==> src/rtl/bus4_capture_bank.sv <==
// Captures a shared 4-bit tri-state bus into N slot registers, each with a valid/ack handshake and sticky error flags.
// Latency: 1 cycle write and ack. Backpressure: none; overwrites of unacked slots are flagged, not stalled.
module bus4_capture_bank #(
    parameter int N = 8
) (
    input  logic           clk,
    input  logic           rst_n,
    input  logic [N-1:0]   g,
    input  logic [3:0]     d,
    input  logic           we,
    input  logic [N-1:0]   ack,
    input  logic           err_clr,
    output logic [4*N-1:0] q,
    output logic [N-1:0]   valid,
    output logic           cont_err,
    output logic           ovf_err,
    output logic           busy
);

    localparam logic [N-1:0] ONE = {{(N-1){1'b0}}, 1'b1};

    logic [N-1:0]   sel;
    logic           any_sel;
    logic           multi_sel;
    logic           accept;
    logic           contend;
    logic           ovf_set;

    logic [4*N-1:0] q_q, q_d;
    logic [N-1:0]   valid_q, valid_d;
    logic           cont_q, cont_d;
    logic           ovf_q, ovf_d;
    logic           busy_q, busy_d;

    // Clearing the lowest set bit leaves something behind exactly when two or more selects are low.
    assign sel       = ~g;
    assign any_sel   = (sel != '0);
    assign multi_sel = ((sel & (sel - ONE)) != '0);
    assign accept    = we && any_sel && !multi_sel;
    assign contend   = we && multi_sel;
    assign ovf_set   = accept && ((sel & valid_q & ~ack) != '0);

    always_comb begin
        q_d     = q_q;
        valid_d = valid_q & ~ack;
        for (int i = 0; i < N; i++) begin
            if (accept && sel[i]) begin
                q_d[4*i +: 4] = d;
                valid_d[i]    = 1'b1;
            end
        end
        cont_d = contend | (cont_q & ~err_clr);
        ovf_d  = ovf_set | (ovf_q & ~err_clr);
        busy_d = accept;
    end

    always_ff @(posedge clk or negedge rst_n) begin
        if (!rst_n) begin
            q_q     <= '0;
            valid_q <= '0;
            cont_q  <= 1'b0;
            ovf_q   <= 1'b0;
            busy_q  <= 1'b0;
        end else begin
            q_q     <= q_d;
            valid_q <= valid_d;
            cont_q  <= cont_d;
            ovf_q   <= ovf_d;
            busy_q  <= busy_d;
        end
    end

    assign q        = q_q;
    assign valid    = valid_q;
    assign cont_err = cont_q;
    assign ovf_err  = ovf_q;
    assign busy     = busy_q;

endmodule

==> config.mk <==
export PLATFORM = sky130hd
export DESIGN_NAME = bus4_capture_bank
export DESIGN_NICKNAME = d
export VERILOG_FILES = /design/src/rtl/bus4_capture_bank.sv
export SDC_FILE = /design/constraint.sdc
export NUM_CORES = 1
export LEC_CHECK = 0
export CORE_MARGIN = 1
export CORE_UTILIZATION = 47
export DETAILED_ROUTE_END_ITERATION = 10
export GPL_TIMING_DRIVEN = 0
export MAX_ROUTING_LAYER = met4
export PLACE_DENSITY = 0.89
export SYNTH_ARGS = -nofsm -noshare
export SYNTH_HDL_FRONTEND = slang
export SYNTH_SLANG_ARGS = --single-unit
==> constraint.sdc <==
create_clock -name clk -period 3.8 [get_ports clk]
set_clock_uncertainty 0.2 [all_clocks]
set_input_delay 0.95 -clock clk [delete_from_list [all_inputs] [get_ports clk]]
set_output_delay 0.95 -clock clk [all_outputs]
set_load 0.02 [all_outputs]
==> results.sh <==
export IMPL_grt_max_degree=44
export IMPL_report_final_slew_viol_count=0
export IMPL_synthTopCellsByArea="dfrtp_1, mux2_2, mux2_4, nand2_1, nand2b_1"
export IMPL_grt_pass1_wl_mm=7.44
export IMPL_slew_headroom_pct=38.6
export IMPL_ctsLongestPathBuffers=2
export IMPL_yosys_most_used_dff="dfrtp_1"
export IMPL_dr_pass1_iters=4
export IMPL_antenna_left=0
export IMPL_multi_input_area_um2=729
export IMPL_worst_hold_slack_ps=308
export IMPL_hpwl_mm=3.42
export IMPL_antenna_cells=0
export IMPL_pwr_share_seq_pct=48.0
export IMPL_fp_dieH_um=64.7
export IMPL_synthMuxAreaShare_pct=21.1
export IMPL_fill_cells=259
export IMPL_place_port_buffers=66
export IMPL_hold_depth=1
export IMPL_ioPinCount=67
export IMPL_finalHoldViolations=0
export IMPL_setup_worst_path_end_class="register"
export IMPL_avgViaCountPerCell=5.41
export IMPL_fmax_mhz=313
export IMPL_worst_pin_slew_ps=920
export IMPL_synth_common_cells="dfrtp_1, mux2_2, nand2_1"
export IMPL_dieArea_um2=4190
export IMPL_finalPower_mw=1.05
export IMPL_ys_ff_latch=43
export IMPL_cts_resized=0
export IMPL_synth_nets=162
export IMPL_drc=0
export IMPL_insertion_delay_ps=280
export IMPL_drive_above_1_share_pct=22.6
export IMPL_power_leakage_nw=1.24
export IMPL_yosysSeqAreaShare_pct=58.1
export IMPL_rsz0062_at_grt="no"
export IMPL_post_cts_buffers=0
export IMPL_synthArstFlopShare_pct=100
export IMPL_r2r_setup_slack_ps=2470
export IMPL_drt_initial_drc_count=60
export IMPL_clockPowerShare_pct=34.0
export IMPL_combPwrFrac_pct=18.0
export IMPL_cts_tree="built"
export IMPL_peakVddDrop_uv=409
export IMPL_critPathArrivalTime_ps=3160
export IMPL_min_period_ps=3190
export IMPL_grtUsageTotal_pct=24.4
export IMPL_p_sw_share_pct=23.7
export IMPL_fin_util_pct=72.2
export IMPL_synth_cell_area_um2=1850
export IMPL_crit_type="in -> reg"
export IMPL_tns_ps=0
export IMPL_start_util_pct=49.8
export IMPL_hold_buffers=0
export IMPL_synthSimpleGateAreaFrac_pct=12.8
export IMPL_crit_fanout=6
export IMPL_ys_warn_count=0
export IMPL_htree_levels=2
export IMPL_place_congestion=0.836
export IMPL_intPower_uw=799
export IMPL_fp_dieW_um=64.7
export IMPL_synth_edf_count=0
export IMPL_outcome="completed"
export IMPL_synthAdderAreaFrac_pct=0
export IMPL_wirelength_mm=4.43
export IMPL_gr_total_overflow=0
export IMPL_rr_worst_depth=5
export IMPL_power_switching_uw=248
export IMPL_area_growth_pct=45.0
export IMPL_synth_top_family_by_area="multiplexers"
export IMPL_finalSetupViolCount=0
export IMPL_cts_sinks=43
export IMPL_nets=235
export IMPL_ctsRootBufferMaster="clkbuf_8"
export IMPL_clk_pin_slew_ps=80
export IMPL_vias=1407
export IMPL_coreArea_um2=3720
export IMPL_synth_most_common_cell="dfrtp_1"
export IMPL_max_cap_violations=0
export IMPL_cts_made_buffers=5
export IMPL_regArea_um2=1080
export IMPL_worst_setup_path_start_kind="primary input"
export IMPL_synth_largest_area_cell="dfrtp_1"
export IMPL_holdCritPathClass="reg -> reg"
export IMPL_min_period_over_period_pct=83.9
export IMPL_synth_distinct_cells=32
export IMPL_synth_xor_area_share_pct=0
export IMPL_wire_per_inst_um=17.0
export IMPL_synth_top_area_share_pct=58.1
export IMPL_rows=22
export IMPL_antenna_found_initial=0
export IMPL_pre_cts_ws_ps=350
export IMPL_worstPathRequired_ps=3770
export IMPL_synth_area_per_cell_um2=13.4
export IMPL_synth_compound_area_share_pct=5.48
export IMPL_power_density_nw_per_um2=390
export IMPL_fin_ws_ps=610
export IMPL_grt_pass1_vias=1521
export IMPL_syn_inst=138
[worst max-delay path: stages]
cell and delay, ps:
clkdlybuf4s50_1 540, and4_1 280, and4_4 190, or4_4 540, nand4b_1 270, mux2_2 380
[final timing paths]
kind,startpoint,endpoint
setup / recovery,g[1],q[5]
hold / removal,q[22],q[22]
setup reg to reg,valid[2],ovf_err
hold reg to reg,q[22],q[22]
max in group asynchronous,rst_n,q[15]
min in group asynchronous,rst_n,ovf_err
[sequential cells by signal, summed over array words and instances, names as in the netlist]
signal,count
valid,8
cont_err,1
busy,1
q,32
ovf_err,1
[cells by family (layout without fill, tap and decap cells)]
family | Yosys count | in the layout
AND/OR/NAND/NOR | 40 | 40
AO/OA/AOI/OAI | 15 | 15
multiplexers | 32 | 32
flip-flops | 43 | 43
buffers and inverters | 8 | 82
[cell type report]
class                      count  share of cell area (%)
sequential                    43                    40.1
buffer                         3                   0.979
inverter                       5                   0.699
timing repair buffer          66                    24.4
tap                           48                    2.24
clock inverter                 2                    1.31
clock buffer                   6                    3.08
multi-input combinational     87                    27.2
[power by group through the flow]
stage	Combinational, mW	Sequential (mW)	Clock (mW)
6_report	0.189	0.502	0.356
3_3_place_gp	0.185	0.510	0
4_1_cts	0.190	0.502	0.367
3_5_place_dp	0.190	0.511	0
5_1_grt	0.199	0.506	0.388
2_1_floorplan	0.0420	0.545	0
[metal layers]
metal / wire length (µm) / vias to the layer above / share of wire (%) / track usage [%]
met5: 0 / - / 0 / -
met4: 90 / 0 / 2.0 / 8.33
met3: 207 / 8 / 4.7 / 4.40
met2: 2350 / 59 / 53 / 41.1
met1: 1780 / 688 / 40 / 29.3
li1: - / 652 / - / -
[cell usage in the layout, fill, tap and decap left out, types with 2 or more instances in the layout]
master	netlist	final
mux2_4	8	8
nor2_1	5	5
o211ai_1	2	2
and3_2	2	2
nor3_1	4	4
mux2_2	24	24
o21ai_0	2	2
a21oi_1	3	3
nand3_1	2	2
inv_1	5	5
clkbuf_8	0	6
o22ai_1	3	3
nand2b_1	5	5
clkdlybuf4s50_1	0	65
buf_6	2	2
nand4b_1	2	2
and4b_1	2	2
dfrtp_1	43	43
nand2_1	9	9
[per-stage QoR]
step | instances | instance area [µm²]
after CTS | 260 | 2680
after floorplan | 138 | 1850
final | 260 | 2680
after detailed placement | 252 | 2570
after global routing | 260 | 2680
after global placement | 252 | 2570
No activity file was read; power rests on OpenSTA's default activity.
